==> src/rtl/shifter_multicycle_pkg.sv <==
// Shared encodings for the multi-cycle shifter: shift modes and FSM states.
package shifter_multicycle_pkg;

    typedef enum logic [1:0] {
        SHIFT_SLL = 2'b00,
        SHIFT_SRL = 2'b01,
        SHIFT_SRA = 2'b10,
        SHIFT_ROL = 2'b11
    } shift_mode_e;

    typedef enum logic [1:0] {
        S_IDLE  = 2'b00,
        S_SHIFT = 2'b01,
        S_DONE  = 2'b10
    } state_e;

endpackage

==> src/rtl/shift_step_unit.sv <==
// Combinational single step of the shifter: shifts operand by amt (1..STEP) in the given mode.
module shift_step_unit
    import shifter_multicycle_pkg::*;
#(
    parameter int unsigned WIDTH = 32,
    parameter int unsigned STEP  = 1
) (
    input  logic [WIDTH-1:0]       operand,
    input  shift_mode_e            mode,
    input  logic [$clog2(STEP):0]  amt,
    output logic [WIDTH-1:0]       result
);

    // Rotate is the upper half of the doubled word shifted left; no subtraction needed.
    logic [2*WIDTH-1:0] doubled;

    assign doubled = {operand, operand} << amt;

    always_comb begin
        result = operand;
        case (mode)
            SHIFT_SLL: result = operand << amt;
            SHIFT_SRL: result = operand >> amt;
            SHIFT_SRA: result = $unsigned($signed(operand) >>> amt);
            SHIFT_ROL: result = doubled[2*WIDTH-1:WIDTH];
            default:   result = operand;
        endcase
    end

endmodule

==> src/rtl/shifter_multicycle.sv <==
// Multi-cycle shifter: SLL/SRL/SRA/ROL by a runtime amount, at most STEP bits per cycle,
// under a start/ready/valid handshake.
module shifter_multicycle
    import shifter_multicycle_pkg::*;
#(
    parameter int unsigned WIDTH   = 32,
    parameter int unsigned SHAMT_W = $clog2(WIDTH),
    parameter int unsigned STEP    = 1
) (
    input  logic               clk_i,
    input  logic               rst_i,
    input  logic               start_i,
    input  logic               flush_i,
    input  logic [1:0]         mode_i,
    input  logic [SHAMT_W-1:0] shamt_i,
    input  logic [WIDTH-1:0]   data_i,
    output logic               ready_o,
    output logic               valid_o,
    output logic [WIDTH-1:0]   data_o
);

    localparam int unsigned KW = $clog2(STEP) + 1;

    state_e             state_q, state_d;
    shift_mode_e        mode_q, mode_d;
    logic [WIDTH-1:0]   work_q, work_d;
    logic [SHAMT_W-1:0] rem_q, rem_d;
    logic [WIDTH-1:0]   result_q, result_d;
    logic               valid_q, valid_d;
    logic [KW-1:0]      k;
    logic [WIDTH-1:0]   stepped;

    // k = min(STEP, remaining); the else branch always fits in KW bits.
    always_comb begin
        if (32'(rem_q) >= STEP) k = KW'(STEP);
        else                    k = KW'(rem_q);
    end

    shift_step_unit #(
        .WIDTH (WIDTH),
        .STEP  (STEP)
    ) u_step (
        .operand (work_q),
        .mode    (mode_q),
        .amt     (k),
        .result  (stepped)
    );

    always_comb begin
        state_d  = state_q;
        mode_d   = mode_q;
        work_d   = work_q;
        rem_d    = rem_q;
        result_d = result_q;
        valid_d  = 1'b0;
        case (state_q)
            S_IDLE: begin
                // A flush in IDLE swallows a simultaneous start.
                if (start_i && !flush_i) begin
                    work_d  = data_i;
                    rem_d   = shamt_i;
                    mode_d  = shift_mode_e'(mode_i);
                    state_d = (shamt_i != '0) ? S_SHIFT : S_DONE;
                end
            end
            S_SHIFT: begin
                if (flush_i) begin
                    state_d = S_IDLE;
                end else begin
                    work_d = stepped;
                    rem_d  = rem_q - SHAMT_W'(k);
                    if (rem_d == '0) state_d = S_DONE;
                end
            end
            S_DONE: begin
                state_d = S_IDLE;
                if (!flush_i) begin
                    result_d = work_q;
                    valid_d  = 1'b1;
                end
            end
            default: state_d = S_IDLE;
        endcase
    end

    always_ff @(posedge clk_i or negedge rst_i) begin
        if (!rst_i) begin
            state_q  <= S_IDLE;
            mode_q   <= SHIFT_SLL;
            work_q   <= '0;
            rem_q    <= '0;
            result_q <= '0;
            valid_q  <= 1'b0;
        end else begin
            state_q  <= state_d;
            mode_q   <= mode_d;
            work_q   <= work_d;
            rem_q    <= rem_d;
            result_q <= result_d;
            valid_q  <= valid_d;
        end
    end

    assign ready_o = (state_q == S_IDLE);
    assign valid_o = valid_q;
    assign data_o  = result_q;

endmodule

==> config.mk <==
export PLATFORM = sky130hd
export DESIGN_NAME = shifter_multicycle
export DESIGN_NICKNAME = d
export VERILOG_FILES = /design/src/rtl/shifter_multicycle_pkg.sv /design/src/rtl/shift_step_unit.sv /design/src/rtl/shifter_multicycle.sv
export SDC_FILE = /design/constraint.sdc
export NUM_CORES = 1
export LEC_CHECK = 0
export ABC_AREA = 0
export BUFFER_PORTS_ARGS = -buffer_cell sky130_fd_sc_hd__buf_4
export CORE_MARGIN = 1.5
export CORE_UTILIZATION = 35
export CTS_CLUSTER_SIZE = 30
export DETAILED_ROUTE_END_ITERATION = 7
export GPL_TIMING_DRIVEN = 0
export PLACE_DENSITY = 0.6
export SLEW_MARGIN = 20
export SYNTH_ARGS = -nofsm -noshare
export SYNTH_HDL_FRONTEND = slang
export SYNTH_SLANG_ARGS = --single-unit
export TNS_END_PERCENT = 20
==> constraint.sdc <==
create_clock -name clk_i -period 3.4 [get_ports clk_i]
set_input_delay 0.17 -clock clk_i [delete_from_list [all_inputs] [get_ports clk_i]]
set_output_delay 0.17 -clock clk_i [all_outputs]
set_load 0.03 [all_outputs]
==> qor.json <==
{
  "dominant_cell_by_count_in_the_synthesized_netlist": "dfrtp_1",
  "final.min_clock_period_ps": 2054,
  "cts-resized-gates": 0,
  "clock_input_transition_at_the_sequential_cells_of_the_worst_setup_and_hold_paths_ps": 80,
  "synth.area.top_cells": "dfrtp_1 50%, mux2_2 17%, a2bb2oi_1 6.8%",
  "globalRouteMet2Util": 0.2286,
  "detailedRoute.firstIterationViolations": 124,
  "h-tree-depth": 3,
  "clock_latency_ps": 340,
  "min-delay-path-class": "in -> async",
  "die_height_um": 106.4,
  "timing.final.hold_violations": 57,
  "synth_cell_types": 48,
  "post-route-drc-count": 0,
  "power_density_nw_per_um2": 984.2,
  "min_period_over_period": 0.6042,
  "combinationalPowerShare": 0.491,
  "num-nets-final": 424,
  "worst_setup_path_end_kind": "flip-flop",
  "layout.filler_cells": 974,
  "dominantRegCellSynth": "dfrtp_1",
  "report.power.total_uw": 4612,
  "setup_repair_after_global_routing_missed_its_margin": "no",
  "synth-seq-area-share": 0.4951,
  "failed_checks": "negative hold slack",
  "busiest_layer": "met1",
  "power.internal_uw": 2832,
  "ioPinCount": 77,
  "grt_first_pass_wirelength_mm": 14.12,
  "switching_share": 0.3858,
  "synth.avg_cell_area_um2": 12.81,
  "cts-hold-fix-buffers": 0,
  "fin_tns_setup_ps": 0,
  "post-cts-setup-buffer-count": 0,
  "final_core_utilization": 0.4539,
  "routed_wirelength_mm": 8.630,
  "critical_path_peak_fanout": 5,
  "dp.final_hpwl_mm": 5.981,
  "synthesized_area_um2": 3740,
  "worst_setup_path_start_kind": "flip-flop",
  "route.antenna.remaining_nets": 0,
  "launch_point_of_the_worst_reg_to_reg_path": "rem_q[0]",
  "drt_pass1_iterations": 4,
  "yosys-top-cells-count": "74 x dfrtp_1, 57 x mux2_2, 29 x a2bb2oi_1, 17 x o22ai_1, 14 x o22ai_2",
  "detail_route.wl_per_cell_um": 16.66,
  "dr_total_vias": 2758,
  "antenna_found_initial": 0,
  "tightest_slew_ps": 938.4,
  "fmax_mhz": 486.8,
  "total_switching_power_uw": 1779,
  "timing_worst_setup_path_type": "reg -> reg",
  "ys_seq_elements": 74,
  "maxSlewHeadroom": 0.3744,
  "static-leakage-power_uw": 0.001967,
  "ir_worst_vdd_mv": 0.3473,
  "synth_top_cell_area_share": 0.4951,
  "core_area_um2": 10320,
  "yosys_warnings": 0,
  "setup_slack_ps": 1346,
  "launch_point_of_the_critical_path": "rem_q[0]",
  "cts_num_sinks": 74,
  "run_status": "finished, violations left",
  "final_layout_size_suffix_gt1_frac": 0.4948,
  "syn-instance-count": 292,
  "power_frac_clock": 0.158,
  "area.growth.synth_to_final_pct": 25.29,
  "finalSetupViolations": 0,
  "placedCellCount": 504,
  "postSynth.asyncResetShare": 1.000,
  "grt_util_met3": 0.03801,
  "globalRouteTotalUtil": 0.1584,
  "cts_inserted_buffers": 9,
  "timing.critical_path.arrival_ps": 2340,
  "hold_ws_ps": -41.20,
  "maximum_number_of_pins_on_one_net_before_global_route_repair": 75,
  "maxSlewViolCount": 0,
  "floorplan.initialDensity": 0.3623,
  "port-buffer-count": 76,
  "preCtsSetupSlack_ps": 1349,
  "routed_via_density": 5.324,
  "grt_util_met1": 0.2308,
  "die-width_um": 106.4,
  "share_seq_of_total_power": 0.351,
  "global_placement_routability_congestion": 0.7429,
  "cts.root.buffer_cell": "clkbuf_8",
  "synthesis.nets": 337,
  "finClkSkew_ps": 7.050,
  "synth-edff-count": 0,
  "number_of_max_cap_violations": 0,
  "rows": 37,
  "clk_path_buf_depth": 2,
  "cts_tree": "yes",
  "dieArea_um2": 11310,
  "global_route.overflow_total": 0,
  "yosys.area.top_type": "dfrtp_1",
  "first_global_vias": 2705,
  "final_cells": 518,
  "n_antenna_cell": 0,
  "crit_required_ps": 3680
}
[worst paths after layout]
kind                               to  slack (ps)  cells past startpoint
max reg2reg                state_q[0]        1350                      7
max                        state_q[0]        1350                      7
min reg2reg                 data_o[8]         510                      1
min                         data_o[2]         -40                      1
min in group clk_i         state_q[1]          20                      2
max in group asynchronous  work_q[24]        2830                      1
[placed cells by master (no fill, tap or decap), types with 3 or more instances in the layout]
cell       Yosys  layout
a21oi_1        4       4
a22o_1         3       3
a2bb2oi_1     29      29
buf_2          9       9
buf_4          1      77
buf_6          6       6
clkbuf_1       5       5
clkbuf_8       0       9
dfrtp_1       74      74
inv_1          3       3
mux2_1         5       5
mux2_2        57      57
nand2_1        5       5
nand2b_1       3       3
nor2_1        13      13
o21ai_0        9       9
o22ai_1       17      17
o22ai_2       14      14
[per-stage QoR]
stage / hold WS (ps) / cell area (um2)
after floorplan: -125.6 / 3740
after global placement: 381.1 / 4481
after detailed placement: 383.5 / 4481
after CTS: 8.739 / 4686
after global routing: 17.28 / 4686
final: -41.20 / 4686
[kinds of logic after synthesis]
| kind of cell | after synthesis | synth area share |
|---|---|---|
| AOI/OAI and AO/OA | 88 | 0.2014 |
| DFF | 74 | 0.4951 |
| muxes | 64 | 0.1934 |
| and+or+nand+nor | 36 | 0.05320 |
| buffers and inverters | 26 | 0.04349 |
| xor gates and xnor gates | 2 | 0.006693 |
| adders and majority gates | 2 | 0.006690 |
[critical path, stage by stage (launching register included)]
cell and delay (ps):
dfrtp_1 430, or3_4 410, nor2_1 220, nor2_1 90, ha_1 230, xnor2_1 140, a311oi_1 320, nand2b_1 150
[flip-flops by register name, summed over array words and instances (netlist names)]
register and cells:
data_o 32, work_q 32, rem_q 5, mode_q 2, state_q 2, valid_o 1
[power groups by stage]
stage | clock (uW) | combinational [uW] | sequential, uW
finish | 730 | 2260 | 1620
global route | 791 | 2430 | 1690
CTS | 754 | 2280 | 1620
detailed placement | 0 | 2280 | 1630
global placement | 0 | 2250 | 1620
floorplan | 0 | 1310 | 1920
[layer usage]
metal	part of all wire	vias to the layer above
li1	-	1290
met1	0.49	1389
met2	0.45	70
met3	0.055	9
met4	0.011	0
met5	0	-
[layout make-up]
cell class	count	area, um2	area share
Inverter	3	11.26	0.002403
Buffer	23	151.4	0.03231
Timing Repair Buffer	76	570.5	0.1218
Clock buffer	9	123.9	0.02644
Multi-Input combinational cell	192	1725	0.3682
Sequential cell	74	1852	0.3952
Clock inverter	5	81.33	0.01736
Tap cell	136	170.2	0.03632
Power figures use the tool's default switching activity.
